--- src/rtl/axis_operand_split.sv ---
// rtl/axis_operand_split.sv - splits one interleaved operand stream into paired A/B streams
// Odd-length packets are completed with a zero B operand and flagged on ERR_ODD.
module axis_operand_split #(
  parameter int DATA_WIDTH = 32,
  parameter int CNT_WIDTH  = 16
) (
  input  logic                  clk,
  input  logic                  rst,
  input  logic [DATA_WIDTH-1:0] IN_TDATA,
  input  logic                  IN_TLAST,
  input  logic                  IN_TVALID,
  output logic                  IN_TREADY,
  output logic [DATA_WIDTH-1:0] A_TDATA,
  output logic                  A_TLAST,
  output logic                  A_TVALID,
  input  logic                  A_TREADY,
  output logic [DATA_WIDTH-1:0] B_TDATA,
  output logic                  B_TLAST,
  output logic                  B_TVALID,
  input  logic                  B_TREADY,
  output logic                  ERR_ODD,
  output logic [CNT_WIDTH-1:0]  PAIR_COUNT
);

  typedef enum logic [1:0] {LOAD_A, LOAD_B, PRESENT} state_e;

  state_e                state_q;
  logic [DATA_WIDTH-1:0] a_data_q, b_data_q;
  logic                  a_last_q, b_last_q;
  logic                  a_valid_q, b_valid_q;
  logic                  err_odd_q;
  logic [CNT_WIDTH-1:0]  pair_cnt_q;

  logic done;
  logic in_xfer;
  logic load_a_slot;

  // A side that already handshook no longer gates completion of the pair.
  assign done        = (state_q == PRESENT) && (!a_valid_q || A_TREADY) && (!b_valid_q || B_TREADY);
  assign IN_TREADY   = (state_q != PRESENT) || done;
  assign in_xfer     = IN_TVALID && IN_TREADY;
  assign load_a_slot = in_xfer && (state_q != LOAD_B);

  always_ff @(posedge clk or posedge rst) begin
    if (rst) begin
      state_q    <= LOAD_A;
      a_data_q   <= '0;
      b_data_q   <= '0;
      a_last_q   <= 1'b0;
      b_last_q   <= 1'b0;
      a_valid_q  <= 1'b0;
      b_valid_q  <= 1'b0;
      err_odd_q  <= 1'b0;
      pair_cnt_q <= '0;
    end else begin
      if (state_q == PRESENT) begin
        if (a_valid_q && A_TREADY) a_valid_q <= 1'b0;
        if (b_valid_q && B_TREADY) b_valid_q <= 1'b0;
        if (done) begin
          pair_cnt_q <= pair_cnt_q + {{(CNT_WIDTH-1){1'b0}}, 1'b1};
          state_q    <= LOAD_A;
        end
      end

      // Later assignments override the PRESENT bookkeeping above on fall-through.
      if (load_a_slot) begin
        a_data_q <= IN_TDATA;
        if (IN_TLAST) begin
          b_data_q  <= '0;
          a_last_q  <= 1'b1;
          b_last_q  <= 1'b1;
          err_odd_q <= 1'b1;
          a_valid_q <= 1'b1;
          b_valid_q <= 1'b1;
          state_q   <= PRESENT;
        end else begin
          state_q <= LOAD_B;
        end
      end

      if (in_xfer && (state_q == LOAD_B)) begin
        b_data_q  <= IN_TDATA;
        a_last_q  <= IN_TLAST;
        b_last_q  <= IN_TLAST;
        a_valid_q <= 1'b1;
        b_valid_q <= 1'b1;
        state_q   <= PRESENT;
      end
    end
  end

  assign A_TDATA    = a_data_q;
  assign A_TLAST    = a_last_q;
  assign A_TVALID   = a_valid_q;
  assign B_TDATA    = b_data_q;
  assign B_TLAST    = b_last_q;
  assign B_TVALID   = b_valid_q;
  assign ERR_ODD    = err_odd_q;
  assign PAIR_COUNT = pair_cnt_q;

endmodule

--- config.mk ---
export PLATFORM = sky130hd
export DESIGN_NAME = axis_operand_split
export DESIGN_NICKNAME = d
export VERILOG_FILES = /design/src/rtl/axis_operand_split.sv
export SDC_FILE = /design/constraint.sdc
export NUM_CORES = 1
export LEC_CHECK = 0
export CORE_ASPECT_RATIO = 0.6
export CORE_MARGIN = 8
export CORE_UTILIZATION = 45
export DETAILED_ROUTE_END_ITERATION = 16
export GPL_TIMING_DRIVEN = 0
export PLACE_DENSITY = 0.83
export SYNTH_ARGS = -nofsm -noshare
export SYNTH_HDL_FRONTEND = slang
export SYNTH_SLANG_ARGS = --single-unit
--- constraint.sdc ---
create_clock -name clk -period 3.1 [get_ports clk]
set_input_delay 0.62 -clock clk [delete_from_list [all_inputs] [get_ports clk]]
set_output_delay 0.62 -clock clk [all_outputs]
set_load 0.02 [all_outputs]
Yosys cells after proc, flatten, opt, wreduce, memory -nomap -nowiden
Index checks and enable logic that the tools add are counted.
- reductions and logical operators: 20
- multiplexer cells: 21
- $add $sub $neg: 1
- equal/unequal tests: 4
- operator list (cell ; number):
    2-to-1 mux 32 bit ; 3
    adder 16 x 1 -> 16 bit, second input constant ; 1
    2-to-1 mux 1 bit ; 13
    2-to-1 mux 2 bit ; 5
    AND reduction 2 bit ; 4
    logical AND 1 bit ; 7
    nonzero test 3 bit ; 2
    nonzero test 2 bit ; 2
    logical OR 1 bit ; 3
    equality test 2 x 1 -> 1 bit, second input constant ; 1
    equality test 2 bit, second input constant ; 1
    logical NOT 1 bit ; 2
    != test 2 x 1 -> 1 bit, second input constant ; 1
    != test 2 bit, second input constant ; 1
- bits in registers: 86
- output and inout port bits: 86
- logic and storage cells: 54
- input bits: 38

Depth between registers and ports, before layout
Gate-level depths: netlist of the first run.
- depth after elaboration: 9
- gate-level depth with buffers: 6

Worst setup path before layout of the first run
OpenSTA, ideal clock, no wires.
- kind: input -> register
- start point: input A_TREADY
- end point: register a_data_q[0] (netlist: A_TDATA[0])
- library setup time: 0.125 ns
- slack: 1.150 ns
- cell stages on the path: 6
- data arrival time: 1.825 ns
- cells stage by stage: and2b_1 o21ai_4 and3_1 buf_6 buf_12 mux2_4
- cells in the longest elaborated chain, start to end: 6
- RTL lines (item ; line ; text):
    from (decl) ; 16 ; input logic A_TREADY,
    logical OR 1 bit ; 39 ; assign done = (state_q == PRESENT) && (!a_valid_q || A_TREADY) && (!b_valid_q || B_TREADY);
    logical AND 1 bit (2 in a row) ; 39 ;
    logical OR 1 bit ; 40 ; assign IN_TREADY = (state_q != PRESENT) || done;
    net IN_TREADY ; 12 ; output logic IN_TREADY,
    logical AND 1 bit ; 41 ; assign in_xfer = IN_TVALID && IN_TREADY;
    logical AND 1 bit ; 42 ; assign load_a_slot = in_xfer && (state_q != LOAD_B);
    to (signal assigned) ; 47 ; a_data_q <= '0;
    to (signal assigned) ; 67 ; a_data_q <= IN_TDATA;
    to (decl) ; 28 ; logic [DATA_WIDTH-1:0] a_data_q, b_data_q;
The timed path passes the listed nets, and every way through them passes these cells.
A chain may end at the register's enable or synchronous reset.

Worst setup path in the final report of the first run
- start point: input A_TREADY
- end point: output IN_TREADY
- cells in the longest elaborated chain, start to end: 4
- RTL lines (item ; line):
    logical OR 1 bit ; 39
    logical AND 1 bit (2 in a row) ; 39
    logical OR 1 bit ; 40
    to (decl) ; 12
Every way passes these cells.

==> summary by stage, run 1 <==
Outcome
The flow ran to the end, and the final reports show no timing, DRC or antenna violations.

Yosys
Summing the areas of all compound-gate instances in the mapped netlist gives 9.57% of the synthesized area. The cell count after synthesis came out at 241. The dominant combinational cell family by area after synthesis is multiplexers. In the synthesized netlist the dominant register cell turns out to be dfrtp_1. Of the total synthesized cell area, the portion taken by full adders, half adders and majority gates is 0.356%.

The share of flip-flops with an asynchronous set or reset after synthesis is 100%. Summed over all instances, the cell type with the most area after synthesis is dfrtp_1. The fraction of synthesized cell area in xor and xnor cells is 3.99%. In this run, distinct cell masters in the synthesized netlist total 37. Summing every instance area after synthesis gives 3520 um^2. The post-synthesis average cell area is 14.6 um^2. After synthesis the netlist holds a flip-flop and latch count of 86. The portion of synthesized area spent on multiplexers is 13.8%.

The sequential fraction of the synthesis area is 61.2%. The number of enable-type register cells in the synthesized netlist is 0. The top cell type by area accounts for 61.2% of the synthesized area. The synthesis warning total is 0. Synthesis produced a netlist with a net count of 280. After synthesis, the cell types taking the most area are dfrtp_1 61%, mux2_4 13%, a22o_1 8.0%, xor2_1 2.7%, buf_12 1.7%. The area fraction in and, or, nand and nor cells after synthesis is 7.12%.

Clocking
After clock tree synthesis, the repair step resized 0 gates. The number of buffers added to fix hold violations after cts is 0. Post-CTS timing repair inserted 0 buffers for setup. In this run, CTS created clock tree buffers numbering 9. After clock tree synthesis, the clock-pin slew on the worst setup and hold paths is 0.06 ns. The number of buffers on the longest clock path is 2. CTS built an H-tree with a depth of 3. CTS placed an instance of clkbuf_16 at the clock tree root. The clock tree from TritonCTS is done. The clock latency on the worst-skew pair is 0.33 ns.

The number of sinks handled by clock tree synthesis is 86.

STA
On the final layout, the worst clock skew is 0.00553 ns. At the pin with the least slew margin, the transition time is 0.532 ns. Setup repair after global routing left no endpoint under its margin. The final number of max-transition violations is 0. On the final layout, the worst hold slack is 0.469 ns. The number of hold violations in the final report is 0.

Setup violations remaining at the end of the flow were counted as 0. Static timing analysis puts the maximum clock frequency at 359 MHz. The final period utilization is 89.8%.

The minimum clock period is 2.78 ns. After routing, the total negative slack on setup checks comes to 0 ns. The relative slew slack is 64.5%.

Route
The mean routed wirelength per cell is 18.5 um. The DRC violation total after the first TritonRoute iteration is 98. The residual antenna-violating net count after detailed routing is 0.

The count of unresolved DRC violations after routing is 0. The first detailed-routing pass took 4 iterations. Wires add up to 9030 um. Using the TritonRoute via totals, the vias-per-cell ratio works out to 5.03. The final route contains 2448 vias.

Pwr
After layout, the design draws a total of 5.59 mW. The switching part of the total power is 34.7%. The worst-case IR drop observed on VDD is 0.570 mV. The power per unit of standard cell area is 1080 nW/um^2. For this design the total switching power over the nets is 1.94 mW. In this run the static leakage power is 2.34 nW. The cell-internal power is 3.65 mW. In this run, the clock network consumes 18.3% of the power. The part of the power in combinational logic is 47.4%. Sequential cells burn 34.3% of the power.

Worst hold path
The path category of the worst min-delay check is flop to flop.

Layout
The proportion of layout cells with a drive suffix above 1 is 16.4%. The number of antenna diodes in the final layout is 0. The area overhead of the layout relative to synthesis is 47.6%.

The utilization of the core after routing is 67.2%. After filler insertion, the fill cell instance count of the layout stands at 568. The library cell used most frequently in the layout, excluding fill and tap cells, is clkdlybuf4s50_1. In the final design database the tool counted 414 nets. The finished layout holds 487 standard cells, fillers aside. In the layout the commonest cells are 122 x clkdlybuf4s50_1, 86 x dfrtp_1, 32 x a22o_1, 30 x mux2_4, 12 x nand2_1.

Floorplanning
The horizontal extent of the die is 130 um. The core region is 7730 um^2. The total I/O pin count is 124. The floorplan step set the die height to 84.5 um. The die outline area is 11000 um^2. The floorplan has 25 rows. For this configuration, the core starts out at a cell density of 45.5%.

Setup path
The critical path in this run is classified as input pin to primary output. On the critical path, the stage with the largest delay is an instance of clkdlybuf4s50_1. The most frequent cell on the critical path is clkdlybuf4s50_1. In this run the worst path has a maximum fanout of 6. The worst setup path is launched from an input pin. On the worst path, the slowest cell contributes a delay of 0.65 ns.

The required arrival time at the worst endpoint is 2.48 ns. STA puts the critical path data arrival time at 2.16 ns. The critical path goes through clkdlybuf4s50_1 -> and2b_1 -> o21ai_4 -> clkdlybuf4s50_1. The worst setup path is captured at a primary output.

GRT
The total congestion overflow is 0. The via count of the first global-routing pass is 2621. The overall track demand over capacity in global routing is 16.7%. The wire length of the first global-routing pass is 14100 um. Entering global routing, the biggest net connects 53 pins. The number of antenna violations at the first check in global routing is 0.

Run
Max-cap violations in this run came to 0.

Placed design
Detailed placement finished with a half-perimeter wire length of 6760 um. The instance count after placement with tap cells included is 472. The final weighted congestion of routability-driven global placement is 0.761. Port buffering added 122 buffers.
## final timing paths
path	slack (ns)	endpoint	cells past startpoint	start
setup / recovery	0.32	IN_TREADY	4	A_TREADY
hold / removal	0.47	PAIR_COUNT[15]	1	PAIR_COUNT[15]
setup reg to reg	1.29	B_TDATA[25]	5	state_q[0]
hold reg to reg	0.47	PAIR_COUNT[15]	1	PAIR_COUNT[15]
max in group asynchronous	1.84	A_TDATA[27]	3	rst
min in group asynchronous	0.66	B_TDATA[8]	2	rst
## kinds of logic after synthesis
family / after synthesis
and+or+nand+nor: 46
AOI/OAI and AO/OA: 39
adders and majority gates: 1
DFF: 86
muxes: 33
xor gates and xnor gates: 16
buffers and inverters: 20
## layer usage
layer  track usage, %  wire length, um
met5                0                0
met4             5.97               89
met3             9.17             1100
met2             23.9             3830
met1             20.7             4010
## layout make-up
cell class	count	area, um^2	area share, %
clock buffer	15	288	5.54
inverter	6	25.0	0.482
tap	108	135	2.60
multi-input combinational	135	1220	23.6
sequential	86	2150	41.5
buffer	14	118	2.27
timing repair buffer	123	1250	24.1
## state kept, by name, summed over array words and instances, names as in the netlist
name and flops:
A_TDATA 32, A_TVALID 1, B_TDATA 32, B_TLAST 1, B_TVALID 1, ERR_ODD 1
PAIR_COUNT 16, state_q 2
## critical path, delay by kind of cell
kind | cells | cell delay (ns)
compound gates | 1 | 0.19
buf+inv | 2 | 1.14
simple gates | 1 | 0.22
## cell usage after synthesis (2+ instances only)
| cell type | number |
|---|---|
| a22o_1 | 32 |
| buf_12 | 3 |
| buf_2 | 4 |
| clkbuf_1 | 5 |
| dfrtp_1 | 86 |
| inv_1 | 6 |
| mux2_2 | 3 |
| mux2_4 | 30 |
| nand2_1 | 12 |
| nand2b_1 | 2 |
| nand3_1 | 5 |
| nand4_1 | 3 |
| nor2_1 | 6 |
| nor3_1 | 6 |
| o21ai_0 | 2 |
| xnor2_1 | 5 |
| xor2_1 | 11 |
## metrics by stage
stage	cell area, um^2	worst slack, ns
detailed placement	4900	0.310
CTS	5190	0.309
global route	5190	0.274
finish	5190	0.316
global placement	4870	-0.968
floorplan	3520	0.258
## power by group through the flow
stage	clock, mW	sequential [mW]	combinational [mW]
final	1.02	1.92	2.65
after global routing	1.08	1.98	2.80
after CTS	1.04	1.92	2.69
after detailed placement	0	1.92	2.68
after global placement	0	1.90	2.63
after floorplan	0	2.43	0.895
Note: power is estimated with default switching activity, not from simulation.
==> inputs of run 2 (changes only) <==
- clock period: 3.1 -> 2.8 ns (I/O delays scaled with it)
==> results of run 2 <==
Same layout as run 1 (identical final DEF). Status: finished clean.
Among the figures that moved: setup slack after placement 0.310 ns -> 0.130 ns; setup slack after layout 0.316 ns -> 0.136 ns; register-to-register setup slack 1.29 ns -> 0.99 ns; total power 5.59 mW -> 6.19 mW; worst IR drop on VDD 0.570 mV -> 0.631 mV
==> inputs of run 3 (changes only) <==
- CORE_UTILIZATION: 45 -> 46
- CTS_BUF_LIST: unset -> sky130_fd_sc_hd__clkbuf_8
- PLACE_DENSITY: 0.83 -> 0.85
- SETUP_SLACK_MARGIN: unset -> 0.3
==> summary by stage, run 3 (synthesized netlist as in run 1, its figures left out) <==
Clocking
The clock buffer count from CTS is 9. The longest clock path from root to sink contains 2 buffers. TritonCTS built the clock tree.

After clock tree synthesis, the clock-pin slew on the worst setup and hold paths is 0.08 ns. The count of buffers added by post-CTS timing repair for setup is 0. The tree is rooted in a clkbuf_8. The number of sinks handled by clock tree synthesis is 86.

The number of levels in the clock H-tree is 3. The clock latency on the worst-skew pair is 0.35 ns.

STA
Of the available clock period, the critical path in the final layout requires 87.9%. Summed over all failing endpoints, the final setup total negative slack is 0 ns. The pin slew with the least headroom to its limit is 0.530 ns. The highest clock frequency the design can meet is 406 MHz. The number of setup violations in the final report is 0. Measured against its own limit, the worst slew margin works out to 64.6%.

After layout, the worst setup slack is 0.340 ns. The clock arrives with 0.00689 ns of skew. Setup repair after global routing left no endpoint under its margin.

The final number of max-transition violations came to 0. The smallest clock period supported by the final layout is computed as 2.46 ns. The number of hold violations in the final report came to 0.

Route
The routed design has 9290 um of wire. Dividing the detail-routed via count by the number of cells gives 5.12. The DRC violation total after the first TritonRoute iteration is 139. The first-pass iteration count of the detailed router is 4.

In the final routed layout, each cell accounts on average for 19.2 um. The count of unresolved DRC violations after routing is 0. The residual antenna-violating net count after detailed routing is 0. Summing over every cut layer, the via total after detailed routing is 2482.

Floorplanning
The starting density of the core is 48.0%. The die outline area is 10800 um^2. The horizontal extent of the die is 129 um. During I/O placement, the number of pins put on the boundary was 124. The placeable core region is 7330 um^2. The number of placement rows is 24. The floorplan step set the die height to 83.7 um.

GRT
The via count of the first global-routing pass was 2794. The routing layer with the top usage in global route is met2. The first global-routing pass estimated 15000 um of wire. For this run, global-route usage on met1 was measured as 20.7%. Global routing consumed, on the met3 layer, 10.5% of the routing resources. The pin count of the biggest net entering global routing is 44.

For this run, global-route usage on met2 was measured as 27.3%. The number of antenna violations at the first check in global routing is 0. The total congestion overflow is 0. In the global route stage, overall resource usage came out at 17.9%.

Setup path
The worst register-to-register path has a depth of 6. By startpoint and endpoint, the worst setup path is classified as input pin to primary output. STA puts the critical path data required time at 2.24 ns.

The worst setup path is captured at a primary output. The critical path arrival is 1.90 ns. In this run the worst path has a maximum fanout of 6.

The kind of start point of the critical path is an input pin.

Outcome
The flow ran to the end, and the final reports show no timing, DRC or antenna violations.

Layout
The count of antenna diodes in the layout is 0. In the layout the commonest cells are 121 x clkdlybuf4s50_1, 86 x dfrtp_1, 32 x a22o_1, 30 x mux2_4, 12 x nand2_1. Summing all non-filler instances in the final layout gives an area of 5120 um^2.

The utilization of the core after routing is 69.9%. The most common cell after layout, fill and taps aside is clkdlybuf4s50_1. Compared with the post-synthesis result, the final layout area differs by 45.6%. The proportion of layout cells with a drive suffix above 1 is 17.3%. After filler insertion, the fill cell instance count of the layout stands at 533.

The number of nets in the layout is 415.

Placed design
Detailed placement ended at an HPWL of 6840 um. The post-place instance area is 4910 um^2. Buffers placed on the I/O ports in this run total 122. The worst setup slack after placement is 0.0806 ns. The congestion estimate from routability-driven global placement came to 0.724.

Pwr
In this run the static leakage power is 2.29 nW. The power per unit of standard cell area is 1160 nW/um^2. The worst-case vdd ir drop is 0.810 mV.

Total power for the finished layout comes to 5.96 mW.

Run
The number of max-capacitance violations reported is 0.

Worst hold path
The path category of the worst min-delay check is flop to flop. Along the worst hold path, the cell count comes to 1.
[run 3: changes by cell type in the layout (fill, tap and decap cells not counted), sizes merged]
| cell | previous run | this run |
|---|---|---|
| dlygate4sd2 | 0 | 1 |
| inv | 6 | 5 |
| bufinv | 0 | 1 |
| buf | 10 | 11 |
| clkinvlp | 0 | 4 |
| clkbuf | 20 | 16 |
| clkdlybuf4s50 | 122 | 121 |
| clkinv | 0 | 1 |
[run 3: critical path, cell delays in order]
cell,delay [ns]
clkdlybuf4s50_1,0.52
and2b_1,0.23
o21ai_4,0.22
dlygate4sd2_1,0.37
[run 3: per-stage QoR]
step | hold WS, ns | instances
2_1_floorplan | 0.504 | 241
3_3_place_gp | 0.455 | 467
3_5_place_dp | 0.464 | 469
4_1_cts | 0.475 | 485
5_1_grt | 0.505 | 485
6_report | 0.472 | 485
[run 3: path summary, 6_finish.rpt]
check,end,slack [ns],from
setup / recovery,IN_TREADY,0.34,A_TREADY
hold / removal,PAIR_COUNT[15],0.47,PAIR_COUNT[15]
setup reg to reg,A_TDATA[26],0.99,A_TVALID
hold reg to reg,PAIR_COUNT[15],0.47,PAIR_COUNT[15]
max in group asynchronous,A_TDATA[21],1.55,rst
min in group asynchronous,B_TDATA[5],0.51,rst
[run 3: layout make-up]
class	count	area, um^2	share of cell area [%]
sequential	86	2150	42.0
timing repair buffer	124	1260	24.6
multi-input combinational	135	1220	23.9
clock buffer	11	151	2.96
tap	104	130	2.54
buffer	14	118	2.30
clock inverter	5	57.6	1.12
inverter	6	26.3	0.513
[run 3: routing by layer]
metal / wire length, um / vias up
li1: - / 1124
met1: 3980 / 1231
met2: 4140 / 108
met3: 1040 / 19
met4: 137 / 0
met5: 0 / -
[run 3: timing repair]
| action | in CTS | in global routing |
|---|---|---|
| resized for setup | 1 | 0 |
| hold buffers | 0 | 0 |
| setup endpoints to repair | 1 | 0 |
[run 3: report_power, final]
group          leakage [nW]  internal (mW)  switching (mW)
Combinational          1.14           1.58            1.36
Clock                0.0976          0.459           0.434
Sequential             1.06           1.76           0.363
